==> src/rtl/bl_hash_pkg.sv <==
// Shared types and hash constants for the blacklist hash controller.
package bl_hash_pkg;

  localparam int unsigned HASH_SEED = 31;
  localparam int unsigned HASH_MUL  = 17;

  typedef enum logic [1:0] {
    IDLE,
    HASH,
    COMMIT
  } state_t;

  typedef enum logic {
    REQ_INS,
    REQ_CHK
  } req_t;

endpackage

==> src/rtl/bl_hash_iter.sv <==
// Iterative hash engine: one HASH_SIZE chunk per cycle, least significant chunk first.
module bl_hash_iter
  import bl_hash_pkg::*;
#(
  parameter int unsigned D_SIZE    = 32,
  parameter int unsigned HASH_SIZE = 16
) (
  input  logic                 clk_i,
  input  logic                 rst_ni,
  input  logic                 start_i,
  input  logic [D_SIZE-1:0]    data_i,
  output logic                 done_o,
  output logic [HASH_SIZE-1:0] hash_o
);

  localparam int unsigned N  = D_SIZE / HASH_SIZE;
  localparam int unsigned CW = (N > 1) ? $clog2(N) : 1;

  logic [D_SIZE-1:0]    data_q;
  logic [HASH_SIZE-1:0] hash_q;
  logic [HASH_SIZE-1:0] step;
  logic [CW-1:0]        cnt_q;
  logic                 run_q;

  // Product is taken at HASH_SIZE width, so the modulo is implicit.
  always_comb begin
    step = (hash_q ^ data_q[HASH_SIZE-1:0]) * HASH_SIZE'(HASH_MUL);
  end

  // done_o flags the cycle consuming the final chunk; hash_o is final one cycle later.
  assign done_o = run_q && (cnt_q == CW'(N - 1));
  assign hash_o = hash_q;

  always_ff @(posedge clk_i or negedge rst_ni) begin
    if (!rst_ni) begin
      data_q <= '0;
      hash_q <= '0;
      cnt_q  <= '0;
      run_q  <= 1'b0;
    end else if (start_i) begin
      data_q <= data_i;
      hash_q <= HASH_SIZE'(HASH_SEED);
      cnt_q  <= '0;
      run_q  <= 1'b1;
    end else if (run_q) begin
      hash_q <= step;
      data_q <= data_q >> HASH_SIZE;
      cnt_q  <= cnt_q + 1'b1;
      if (done_o) begin
        run_q <= 1'b0;
      end
    end
  end

endmodule

==> src/rtl/bl_hash_ctrl.sv <==
// Arbitrates insert/check requests onto one iterative hash engine and
// maintains a FIFO-replaced blacklist table of hashes.
module bl_hash_ctrl
  import bl_hash_pkg::*;
#(
  parameter int unsigned D_SIZE      = 32,
  parameter int unsigned HASH_SIZE   = 16,
  parameter int unsigned TABLE_DEPTH = 8
) (
  input  logic                           clk_i,
  input  logic                           rst_ni,
  input  logic                           ins_req_i,
  input  logic [D_SIZE-1:0]              ins_data_i,
  output logic                           ins_gnt_o,
  input  logic                           chk_req_i,
  input  logic [D_SIZE-1:0]              chk_data_i,
  output logic                           chk_gnt_o,
  input  logic                           clear_i,
  output logic                           rsp_valid_o,
  output logic                           rsp_is_chk_o,
  output logic                           rsp_hit_o,
  output logic [HASH_SIZE-1:0]           rsp_hash_o,
  output logic                           busy_o,
  output logic                           full_o,
  output logic [$clog2(TABLE_DEPTH):0]   count_o
);

  localparam int unsigned AW   = $clog2(TABLE_DEPTH);
  localparam int unsigned CNTW = AW + 1;

  state_t state_q, state_d;
  req_t   type_q, last_q;

  logic                 ins_gnt, chk_gnt, start;
  logic [D_SIZE-1:0]    start_data;
  logic                 eng_done;
  logic [HASH_SIZE-1:0] eng_hash;

  logic [TABLE_DEPTH-1:0] valid_q;
  logic [HASH_SIZE-1:0]   entry_q [TABLE_DEPTH];
  logic [AW-1:0]          wr_ptr_q;
  logic [CNTW-1:0]        count_q;
  logic                   full;

  logic                 commit, match, do_write;
  logic [HASH_SIZE-1:0] rsp_hash_q;
  logic                 rsp_hit_q, rsp_is_chk_q;

  always_comb begin
    state_d = state_q;
    ins_gnt = 1'b0;
    chk_gnt = 1'b0;
    case (state_q)
      IDLE: begin
        // Contention goes to the type not granted last.
        if (ins_req_i && chk_req_i) begin
          if (last_q == REQ_CHK) ins_gnt = 1'b1;
          else                   chk_gnt = 1'b1;
        end else begin
          ins_gnt = ins_req_i;
          chk_gnt = chk_req_i;
        end
        if (ins_gnt || chk_gnt) state_d = HASH;
      end
      HASH:    if (eng_done) state_d = COMMIT;
      COMMIT:  state_d = IDLE;
      default: state_d = IDLE;
    endcase
  end

  assign start      = ins_gnt | chk_gnt;
  assign start_data = chk_gnt ? chk_data_i : ins_data_i;

  always_ff @(posedge clk_i or negedge rst_ni) begin
    if (!rst_ni) begin
      state_q <= IDLE;
      type_q  <= REQ_INS;
      last_q  <= REQ_INS;
    end else begin
      state_q <= state_d;
      if (start) begin
        type_q <= chk_gnt ? REQ_CHK : REQ_INS;
        last_q <= chk_gnt ? REQ_CHK : REQ_INS;
      end
    end
  end

  bl_hash_iter #(
    .D_SIZE   (D_SIZE),
    .HASH_SIZE(HASH_SIZE)
  ) u_iter (
    .clk_i  (clk_i),
    .rst_ni (rst_ni),
    .start_i(start),
    .data_i (start_data),
    .done_o (eng_done),
    .hash_o (eng_hash)
  );

  always_comb begin
    match = 1'b0;
    for (int unsigned i = 0; i < TABLE_DEPTH; i++) begin
      if (valid_q[i] && (entry_q[i] == eng_hash)) match = 1'b1;
    end
  end

  assign commit   = (state_q == COMMIT);
  // A clear in the commit cycle wins: the response still sees the old table.
  assign do_write = commit && (type_q == REQ_INS) && !match && !clear_i;
  assign full     = (count_q == CNTW'(TABLE_DEPTH));

  always_ff @(posedge clk_i or negedge rst_ni) begin
    if (!rst_ni) begin
      valid_q  <= '0;
      wr_ptr_q <= '0;
      count_q  <= '0;
    end else if (clear_i) begin
      valid_q  <= '0;
      wr_ptr_q <= '0;
      count_q  <= '0;
    end else if (do_write) begin
      valid_q[wr_ptr_q] <= 1'b1;
      wr_ptr_q          <= wr_ptr_q + 1'b1;
      if (!full) count_q <= count_q + 1'b1;
    end
  end

  always_ff @(posedge clk_i) begin
    if (do_write) entry_q[wr_ptr_q] <= eng_hash;
  end

  always_ff @(posedge clk_i or negedge rst_ni) begin
    if (!rst_ni) begin
      rsp_hash_q   <= '0;
      rsp_hit_q    <= 1'b0;
      rsp_is_chk_q <= 1'b0;
    end else if (commit) begin
      rsp_hash_q   <= eng_hash;
      rsp_hit_q    <= match;
      rsp_is_chk_q <= (type_q == REQ_CHK);
    end
  end

  assign ins_gnt_o    = ins_gnt;
  assign chk_gnt_o    = chk_gnt;
  assign rsp_valid_o  = commit;
  assign rsp_hash_o   = commit ? eng_hash : rsp_hash_q;
  assign rsp_hit_o    = commit ? match : rsp_hit_q;
  assign rsp_is_chk_o = commit ? (type_q == REQ_CHK) : rsp_is_chk_q;
  assign busy_o       = (state_q != IDLE);
  assign full_o       = full;
  assign count_o      = count_q;

endmodule
==> config.mk <==
export PLATFORM = sky130hd
export DESIGN_NAME = bl_hash_ctrl
export DESIGN_NICKNAME = d
export VERILOG_FILES = /design/src/rtl/bl_hash_pkg.sv /design/src/rtl/bl_hash_iter.sv /design/src/rtl/bl_hash_ctrl.sv
export SDC_FILE = /design/constraint.sdc
export NUM_CORES = 1
export LEC_CHECK = 0
export BUFFER_PORTS_ARGS = -buffer_cell sky130_fd_sc_hd__buf_2
export CAP_MARGIN = 25
export CELL_PAD_IN_SITES_DETAIL_PLACEMENT = 2
export CELL_PAD_IN_SITES_GLOBAL_PLACEMENT = 2
export CORE_MARGIN = 4
export CORE_UTILIZATION = 26
export DETAILED_ROUTE_END_ITERATION = 6
export HOLD_SLACK_MARGIN = 0.08
export PLACE_DENSITY_LB_ADDON = 0.25
export REMOVE_ABC_BUFFERS = 1
export SKIP_LAST_GASP = 1
export SYNTH_ARGS = -nofsm -noshare
export SYNTH_HDL_FRONTEND = slang
export SYNTH_HIERARCHICAL = 1
export SYNTH_SLANG_ARGS = --single-unit
export TNS_END_PERCENT = 100
==> constraint.sdc <==
create_clock -name clk_i -period 9.7 [get_ports clk_i]
set_input_delay 0.97 -clock clk_i [delete_from_list [all_inputs] [get_ports clk_i]]
set_output_delay 0.97 -clock clk_i [all_outputs]
set_load 0.1 [all_outputs]
==> qor.csv, run 1 <==
metric;value;unit
path_delay_family;simple AND/OR/NAND/NOR gates;
cts_max_path_buffers;3;
avgViaCountPerCell;4.456;
cts.repair.resized;0;
place_area;11420;sq um
rsz0062_at_grt;false;
drc;0;
async_flop_share;40.19;%
fin_nets;1097;
worst_pin_slew;824.3;ps
synth-seq-cells;214;
critical_path_required;8730;ps
first_pass_iters;4;
die_area;43090;sq um
min_period_over_period;45.38;%
synth_area_per_cell;11.44;sq um
clock_latency;540;ps
io_buffers;95;
critPathBufInv;2;
synth.cell_area;10360;sq um
critPathMaxStageDelay;640;ps
drv_slew;0;
grtUsageTotal;12.77;%
ir_drop;105.7;uV
final_area;12310;sq um
synth-edff-count;128;
crit_type;flop to output port;
cp_common_cell;nand2_1;
clk_pin_slew;60;ps
clock_sinks;214;
wl_per_cell;17.97;um
antenna_cells;0;
post_cts_buffers;0;
crit_fanout;11;
synthCells;905;
grt_remaining_overflow;0;
core_area;39010;sq um
fmaxAchievable;227.2;MHz
arrival;3430;ps
grt_max_degree;88;
dieWidth;207.6;um
start_util;26.55;%
setup_ws;5298;ps
synth.distinct_cells;49;
drive_gt1_share;17.59;%
io_pins;96;
fin_util;31.56;%
setup_viol;0;
grt_pass1_wl;45030;um
period_minus_slack;4402;ps
antenna_found_initial;0;
slew_headroom;45.05;%
die_h;207.6;um
drt-total-wl;27810;um
hpwlAfterDp;18730;um
fp-row-count;72;
hold_viol;0;
h-tree-depth;1;
p_per_area;154.9;nW/um^2
hold_class;input pin to asynchronous set/reset pin;
skew;21.65;ps
grt_pass1_vias;7724;
gp_congestion;0.7392;
endpoint_kind;output port;
power;0.001906;W
p_leak;4.757;nW
seq_area_frac_synth;57.90;%
cts_inserted_buffers;26;
synth_warnings;6;
ys.flop_type;edfxtp_1;
hold_buffers;0;
fin_tns_setup;0;ps
ctsRootBufferMaster;clkbuf_16;
fill_cells;4205;
num_vias;6893;
slowest_stage;dfrtp_1;
ant_nets;0;
outcome;finished clean;
cp_cell_sequence;buf_4, xor2_1, nor4_1, nand3_1, o22ai_1, or4_1, nand2_1, nand2_1, buf_2;
cts_tree;built;
syn2layout_area_growth;18.86;%
preCtsSetupSlack;5559;ps
maxCapViolCount;0;
cp-start-kind;flop;
drtIter0Drc;242;
final timing paths:
| kind | from | to | slack (ps) | depth (start not counted) |
|---|---|---|---|---|
| setup / recovery | u_iter/hash_o[6] | rsp_hit_o | 5300 | 9 |
| hold / removal | rst_ni | rsp_hash_q[8] | 350 | 1 |
| setup reg to reg | u_iter/hash_o[6] | entry_q[0][15] | 5900 | 8 |
| hold reg to reg | rsp_hit_q | rsp_hit_q | 460 | 2 |
| max in group asynchronous | rst_ni | u_iter/run_q | 8160 | 2 |
| min in group clk_i | rsp_hit_q | rsp_hit_q | 460 | 2 |
metrics by stage:
step	cells	hold WS (ps)
floorplan	858	447.9
global placement	1493	449.8
detailed placement	1496	449.1
CTS	1544	338.6
global route	1547	356.4
finish	1547	348.3
where the power goes:
group          total [W]  internal (W)  leakage, nW             switching (W)
registers       0.000958      0.000958         2.00  0.0000000000000000000246
clock network   0.000918      0.000534        0.391                  0.000384
logic          0.0000306     0.0000133         2.37                 0.0000173
total            0.00191       0.00151         4.76                  0.000401
synthesized netlist by cell type (3+ instances only):
cell type | number | area, sq um
a21o_1 | 9 | 67.56
a21oi_1 | 12 | 60.06
a22o_1 | 7 | 61.31
and3_1 | 6 | 37.54
buf_1 | 4 | 15.01
buf_2 | 4 | 20.02
buf_6 | 17 | 191.4
clkbuf_1 | 22 | 82.58
dfrtp_1 | 86 | 2152
edfxtp_1 | 128 | 3844
ha_1 | 18 | 225.2
inv_1 | 17 | 63.81
mux2i_1 | 24 | 240.2
nand2_1 | 199 | 747.0
nand2b_1 | 23 | 143.9
nand3_1 | 19 | 95.09
nand4_1 | 3 | 18.77
nor2_1 | 28 | 105.1
nor2b_1 | 3 | 18.77
nor3_1 | 16 | 80.08
nor4_1 | 26 | 162.7
o21ai_0 | 33 | 165.2
o21bai_1 | 5 | 37.54
o22ai_1 | 4 | 25.02
o311ai_0 | 5 | 43.79
xnor2_1 | 27 | 236.5
xor2_1 | 131 | 1147
area by class of cell:
class,instances,area (sq um),area share [%]
Sequential cell,214,5997,48.72
Multi-Input combinational cell,627,4028,32.72
Timing Repair Buffer,123,763.2,6.200
Clock buffer,33,696.9,5.662
Tap cell,518,648.1,5.265
Clock inverter,15,112.6,0.9148
Inverter,17,63.81,0.5184
sequential cells by signal, summed over array words and instances (netlist names), 2 cells and up:
| name | flops |
|---|---|
| valid_q | 8 |
| rsp_hash_q | 16 |
| count_o | 4 |
| wr_ptr_q | 3 |
| u_iter/data_q | 32 |
| state_q | 2 |
| entry_q | 128 |
| u_iter/hash_o | 16 |
kinds of logic (layout without fill, tap and decap cells):
group	after synthesis	after routing	synth area share [%]
AOI/OAI and AO/OA	86	86	5.509
xor gates and xnor gates	158	158	13.36
adders and majority gates	19	19	2.368
buffers and inverters	64	188	3.600
DFF	214	214	57.90
muxes	28	28	2.755
and+or+nand+nor	336	336	14.51
metal layers:
| metal | GRT usage, % | wire [um] | vias up |
|---|---|---|---|
| met2 | 22.08 | 13500 | 103 |
| met3 | 2.010 | 950 | 38 |
| met1 | 17.11 | 12920 | 3456 |
| li1 | - | - | 3296 |
| met5 | 0 | 0 | - |
| met4 | 2.508 | 443 | 0 |
worst reg2reg max path: stages (launching register included):
cell and delay (ps):
dfrtp_1 640, buf_4 340, xor2_1 200, nor4_1 90
nand3_1 140, o22ai_1 140, or4_1 700, nor2_2 430
and2_1 740
placed cells by master, fill, tap and decap left out, types with 3 or more instances in the layout:
cell type / count
a21o_1: 9
a21oi_1: 12
a22o_1: 7
and3_1: 6
buf_16: 3
buf_2: 94
buf_4: 23
clkbuf_1: 5
clkbuf_16: 26
clkinv_1: 6
clkinv_2: 4
dfrtp_1: 85
edfxtp_1: 128
ha_1: 18
inv_1: 17
mux2i_1: 24
nand2_1: 198
nand2b_1: 23
nand3_1: 19
nand4_1: 3
nor2_1: 28
nor2b_1: 3
nor3_1: 11
nor3_2: 5
nor4_1: 24
o21ai_0: 33
o21bai_1: 5
o22ai_1: 4
o311ai_0: 5
xnor2_1: 27
xor2_1: 131
(Power assumes the default switching activity.)
==> run 2, diff against run 1 <==
==> constraint.sdc (replaced) <==
create_clock -name clk_i -period 4.2 [get_ports clk_i]
set_input_delay 0.42 -clock clk_i [delete_from_list [all_inputs] [get_ports clk_i]]
set_output_delay 0.42 -clock clk_i [all_outputs]
set_load 0.1 [all_outputs]
==> run 2 against run 1 <==
- combinational power up 140%
- largest power group unchanged
- core utilization decreased by 0.074 points
- wire length is 1.2% higher
- critical path depth shrank 1
- setup slack worse by 5000 ps
- critical endpoint unchanged
- die area unchanged
- non-clock buffer count rose by 5
==> qor.csv, run 2 (synthesized netlist as in run 1, its figures left out) <==
metric;value;unit;change
skew;17.98;ps;-3.671 ps
seqPwrFrac;49.7;%;-0.6 points
largest-register;entry_q;;
avgViaCountPerCell;4.521;;+1.5%
crit_type;flop to output port;;
core_area;39010;sq um;unchanged
num_vias;7016;;+1.8%
io_pins;96;;unchanged
first_pass_iters;4;;unchanged
antenna_cells;0;;unchanged
arrival;3440;ps;about the same
fmaxAchievable;259.0;MHz;
rsz0062_at_grt;false;;
outcome;finished clean;;
endpoint_kind;output port;;
cts.repair.resized;0;;unchanged
dieWidth;207.6;um;unchanged
place_area;11450;sq um;+0.33%
r2r_slack;550;ps;-5350 ps
maxCapViolCount;0;;unchanged
power;0.004453;W;+130%
final_area;12280;sq um;-0.23%
hold_class;input pin to flop;;
largestRegisters;entry_q (128), u_iter/data_q (32);;
ir_drop;238.3;uV;+130%
hold_ws;188.1;ps;-160.2 ps
syn2layout_area_growth;18.58;%;
fin_tns_setup;0;ps;unchanged
grt_pass1_vias;7891;;+2.2%
fin_util;31.48;%;-0.074 points
slew_headroom;37.26;%;-7.8 points
drtIter0Drc;308;;+27%
wl_met2;13560;um;+0.48%
die_h;207.6;um;unchanged
top_layer_used;met4;;
drv_slew;0;;unchanged
fp-row-count;72;;unchanged
worst_pin_slew;941.1;ps;+116.8 ps
cp-start-kind;flop;;
wl_met3;1270;um;+34%
p_per_area;362.6;nW/um^2;+130%
cts_max_path_buffers;3;;unchanged
io_buffers;95;;unchanged
p_int;0.003517;W;+130%
gp_congestion;0.7546;;+2.1%
hpwlAfterDp;18940;um;+1.1%
switching_power;0.0009361;W;+130%
setup_viol;0;;unchanged
grt_pass1_wl;45590;um;+1.2%
crit_fanout;19;;+8
antenna_found_initial;0;;unchanged
post_cts_buffers;0;;unchanged
ant_nets;0;;unchanged
layout_common_cells;nand2_1 (198), xor2_1 (131), edfxtp_1 (128);;
p_leak;4.750;nW;-0.14%
mostFrequentLayoutCell;nand2_1;;
fin_nets;1102;;+0.46%
grt_remaining_overflow;0;;unchanged
drc;0;;unchanged
cts_tree;built;;
p_comb_share;1.6;%;about the same
cts_inserted_buffers;26;;unchanged
die_area;43090;sq um;unchanged
start_util;26.55;%;unchanged
period_minus_slack;3861;ps;
clk_pin_slew;50;ps;about the same
grtUsageTotal;12.94;%;+0.17 points
min_period_over_period;91.92;%;
clock_sinks;214;;unchanged
h-tree-depth;1;;unchanged
drt-total-wl;28140;um;+1.2%
largest_register_ffs;128;;unchanged
hold_buffers;1;;+1
grt_max_degree;69;;-22%
drive_gt1_share;17.70;%;+0.11 points
critical_path_required;3780;ps;-4950 ps
ctsRootBufferMaster;clkbuf_16;;
clock_latency;540;ps;about the same
hold_viol;0;;unchanged
wl_per_cell;18.13;um;+0.86%
p_sw_share;21.02;%;about the same
power_frac_clock;48.7;%;+0.6 points
wl_met1;12910;um;about the same
-- run 2: changes by cell type in the layout (fill, tap and decap cells not counted), moves of 2 or more --
cell,previous run,this run
buf_16,3,0
buf_4,23,33
buf_6,2,0
clkbuf_1,5,10
clkbuf_8,2,0
clkinv_1,6,3
inv_6,0,2
-- run 2: power groups by stage --
stage / combinational, W / sequential [W] / clock, W
after global routing: 0.0000847 / 0.00221 / 0.00234
after global placement: 0.0000744 / 0.00225 / 0
after CTS: 0.0000755 / 0.00221 / 0.00224
after floorplan: 0.0000170 / 0.00225 / 0
after detailed placement: 0.0000744 / 0.00225 / 0
final: 0.0000722 / 0.00221 / 0.00217
-- run 2: per-layer routing --
| layer | track usage, % | vias to the layer above |
|---|---|---|
| met5 | 0 | - |
| met4 | 2.394 | 0 |
| met3 | 2.222 | 27 |
| met2 | 22.20 | 113 |
| met1 | 17.43 | 3562 |
| li1 | - | 3314 |
-- run 2: final cells by class --
cell class / count / area [sq um]
inverters: 17 / 63.81
clock buffers: 36 / 688.2
well taps: 518 / 648.1
clock inverters: 12 / 127.6
multi-input cells: 627 / 4028
flip-flops and latches: 214 / 5997
fillers: 4234 / 26730
repair buffers: 128 / 728.2
-- run 2: worst max-delay path, stage by stage (launching register included) --
cell     delay (ps)
dfrtp_1         960
xor2_1          150
nor4_1          350
nand3_1         150
o22ai_1         230
or4_1           400
nand2_1         140
nand2_1         100
buf_2           430
-- run 2: metrics by stage --
stage / cells / setup slack [ps]
4_1_cts: 1552 / 252.4
5_1_grt: 1552 / 46.49
3_5_place_dp: 1503 / 503.4
6_report: 1552 / 339.5
2_1_floorplan: 858 / -150.5
3_3_place_gp: 1503 / 636.0
-- run 2: worst paths after layout --
check / cells past startpoint / start / end
worst max-delay path: 8 / u_iter/hash_o[4] / rsp_hit_o
worst min-delay path: 5 / chk_data_i[30] / u_iter/data_q[30]
worst max register to register: 10 / u_iter/hash_o[4] / u_iter/hash_o[15]
worst min register to register: 2 / rsp_hit_q / rsp_hit_q
max in group asynchronous: 3 / rst_ni / u_iter/data_q[15]
min in group asynchronous: 2 / rst_ni / rsp_hash_q[8]
==> run 3, diff against run 2 <==
--- a/config.mk
+++ b/config.mk
@@ -18,6 +18,5 @@
 export SKIP_LAST_GASP = 1
 export SYNTH_ARGS = -nofsm -noshare
 export SYNTH_HDL_FRONTEND = slang
-export SYNTH_HIERARCHICAL = 1
 export SYNTH_SLANG_ARGS = --single-unit
 export TNS_END_PERCENT = 100
==> run 3 against run 2 <==
- synthesized cell count shrank 5.7%
- die area shrank 1.3%
- clock-buffer cell count grew 1
- total power grew 120%
- cell count shrank 2.1%
- largest power group is now combinational logic
- via count shrank 1.4%
- sequential power grew 31%
- combinational power grew to 66 times the previous value
- worst hold slack lost 90 ps
- largest cell class unchanged
==> qor.csv, run 3 <==
metric;value;unit;change
outcome;finished clean;;
p_per_area;798.9;nW/um^2;+120%
synth-seq-cells;214;;unchanged
setup_ws;570.2;ps;+230.7 ps
synth_warnings;0;;-6
drtIter0Drc;299;;-2.9%
critPathMaxStageDelay;510;ps;-450 ps
drive_gt1_share;19.38;%;+1.7 points
worst_pin_slew;800.2;ps;-140.8 ps
io_buffers;95;;unchanged
clock_latency;530;ps;about the same
largestRegisters;entry_q (128), u_iter.data_q (32);;
first_pass_iters;4;;unchanged
syn2layout_area_growth;21.69;%;
antenna_cells;0;;unchanged
cts_tree;built;;
post_cts_buffers;0;;unchanged
clock_sinks;214;;unchanged
rsz0062_at_grt;false;;
mostFrequentLayoutCell;xor2_1;;
cp_cell_sequence;buf_4, xor2_1, nor4_1, nand3_1, o22ai_1, or4_1, buf_4, nand2_1, nand2_1, buf_2;;
layout_common_cells;xor2_1 (141), edfxtp_1 (128), nand2_1 (114);;
whs_path_depth;3;;-2
cts.repair.resized;0;;unchanged
wl_per_cell;18.69;um;+3.1%
grt_max_degree;65;;-5.8%
period_minus_slack;3630;ps;-230.7 ps
ir_drop;491.7;uV;+110%
place_area;11450;sq um;about the same
synth.cell_area;10220;sq um;-1.4%
hold_end;u_iter.data_q[15];;
h-tree-depth;1;;unchanged
fin_tns_setup;0;ps;unchanged
hold_buffers;10;;+9
synth_area_leaders;edfxtp_1 (38%), dfrtp_1 (21%), xor2_1 (12%);;
preCtsSetupSlack;798.1;ps;+294.7 ps
fin_nets;1076;;-2.4%
hold_viol;0;;unchanged
cp-start-kind;flop;;
reg2reg_depth;12;;+2
io_pins;96;;unchanged
synth.most_common_cell;xor2_1;;
skew;15.57;ps;-2.406 ps
synth_area_per_cell;11.98;sq um;+4.7%
crit_type;flop to output port;;
yosysTopAreaCell;edfxtp_1;;
grt_pass1_wl;45420;um;-0.38%
avgViaCountPerCell;4.556;;+0.79%
antenna_found_initial;0;;unchanged
hpwlAfterDp;19510;um;+3.0%
synth.distinct_cells;46;;-6.1%
endpoint_kind;output port;;
seq_area_frac_synth;58.69;%;+0.79 points
dieWidth;206.2;um;-0.65%
synth_common_cells;xor2_1 (141), edfxtp_1 (128), nand2_1 (114), dfrtp_1 (86), nor2_1 (41);;
cts_inserted_buffers;25;;-3.8%
synth_top_area_share;37.62;%;+0.51 points
r2r_slack;910;ps;+360 ps
ant_nets;0;;unchanged
clk_pin_slew;60;ps;about the same
crit_fanout;8;;-11
ys.flop_type;edfxtp_1;;
core_area;38740;sq um;-0.69%
grtUsageTotal;13.53;%;+0.59 points
r2r-start;u_iter.hash_o[1];;
grt_pass1_vias;7763;;-1.6%
hold_class;input pin to flop;;
largest_register_ffs;128;;unchanged
min_period_over_period;86.42;%;-5.5 points
arrival;3210;ps;-230 ps
setup_viol;0;;unchanged
slew_headroom;46.59;%;+9.3 points
min_from;chk_data_i[15];;
critical_path_required;3780;ps;about the same
start_util;26.37;%;-0.18 points
die_h;206.2;um;-0.65%
num_vias;6921;;-1.4%
drc;0;;unchanged
async_flop_share;40.19;%;unchanged
fmaxAchievable;275.5;MHz;+6.4%
grt_remaining_overflow;0;;unchanged
gp_congestion;0.7458;;-1.2%
cts_max_path_buffers;3;;unchanged
drt-total-wl;28390;um;+0.91%
die_area;42530;sq um;-1.3%
synthCells;853;;-5.7%
drv_slew;0;;unchanged
final_area;12430;sq um;+1.2%
ctsRootBufferMaster;clkbuf_16;;
slowest_stage;dfrtp_1;;
largest-register;entry_q;;
synth-edff-count;128;;unchanged
maxCapViolCount;0;;unchanged
timing.rr.end;u_iter.hash_o[15];;
p_leak;5.167;nW;+8.8%
fp-row-count;72;;unchanged
[run 3: cell count changes after synthesis, moves of 7 or more]
| cell | delta |
|---|---|
| nand2b_1 | -14 |
| a22o_1 | -7 |
| xor2_1 | +10 |
| nand2_1 | -85 |
| and3_1 | +11 |
| nor2_1 | +13 |
| xnor2_1 | -10 |
| a21o_1 | -7 |
| a21oi_1 | +25 |
[run 3: per-stage QoR]
stage / cells / hold WS (ps) / power, W / utilization (%)
after global routing: 1519 / 92.51 / 0.01070 / 32.09
after CTS: 1517 / 80.21 / 0.01014 / 32.00
final: 1519 / 97.67 / 0.009932 / 32.09
after global placement: 1460 / 445.7 / 0.007704 / 29.53
after detailed placement: 1461 / 461.4 / 0.007825 / 29.55
after floorplan: 805 / 124.4 / 0.006259 / -
[run 3: layer usage]
metal | up-vias | global-route usage [%] | wire (um)
met5 | - | 0 | 0
met4 | 0 | 2.709 | 368
met3 | 22 | 1.695 | 817
met2 | 101 | 23.15 | 13820
met1 | 3572 | 18.55 | 13390
li1 | 3226 | - | -
[run 3: kinds of logic (layout without fill, tap and decap cells)]
logic type | count (synthesis) | in the layout | share of synthesized area, %
xor+xnor | 158 | 158 | 13.55
mux | 31 | 31 | 3.074
compound gates | 96 | 96 | 5.511
simple gates | 260 | 260 | 12.25
buf+inv | 69 | 217 | 3.797
fa+ha+maj | 25 | 25 | 3.135
flops | 214 | 214 | 58.69
[run 3: layout make-up]
type                    instances  area [sq um]
multi-input cells             570          3832
flip-flops and latches        214          5997
clock buffers                  37         742.0
well taps                     518         648.1
inverters                      21         78.83
clock inverters                 9         106.4
repair buffers                150          1027
fillers                      4195         26310
[run 3: worst max-delay path by stage]
stage,startpoint,endpoint,slack (ps),depth (start not counted)
4_1_cts,u_iter.hash_o[1],rsp_hit_o,500,10
6_report,u_iter.hash_o[1],rsp_hit_o,570,10
2_1_floorplan,u_iter.hash_o[3],entry_q[1][0],600,7
3_5_place_dp,u_iter.hash_o[1],u_iter.hash_o[15],800,12
3_3_place_gp,u_iter.hash_o[1],entry_q[4][5],820,8
5_1_grt,u_iter.hash_o[1],rsp_hit_o,360,10
[run 3: power breakdown]
group / leakage, nW / total [W] / switching (W) / internal [W]
registers: 2.26 / 0.00290 / 0.000221 / 0.00268
clock network: 0.418 / 0.00222 / 0.000877 / 0.00135
logic: 2.49 / 0.00480 / 0.00314 / 0.00166
[run 3: critical path, delay by kind of cell (launching register included)]
kind                      cells  cell delay [ps]
and+or+nand+nor               5              920
buffers and inverters         3              830
DFF                           1              510
AOI/OAI and AO/OA             1              240
xor gates and xnor gates      1              170
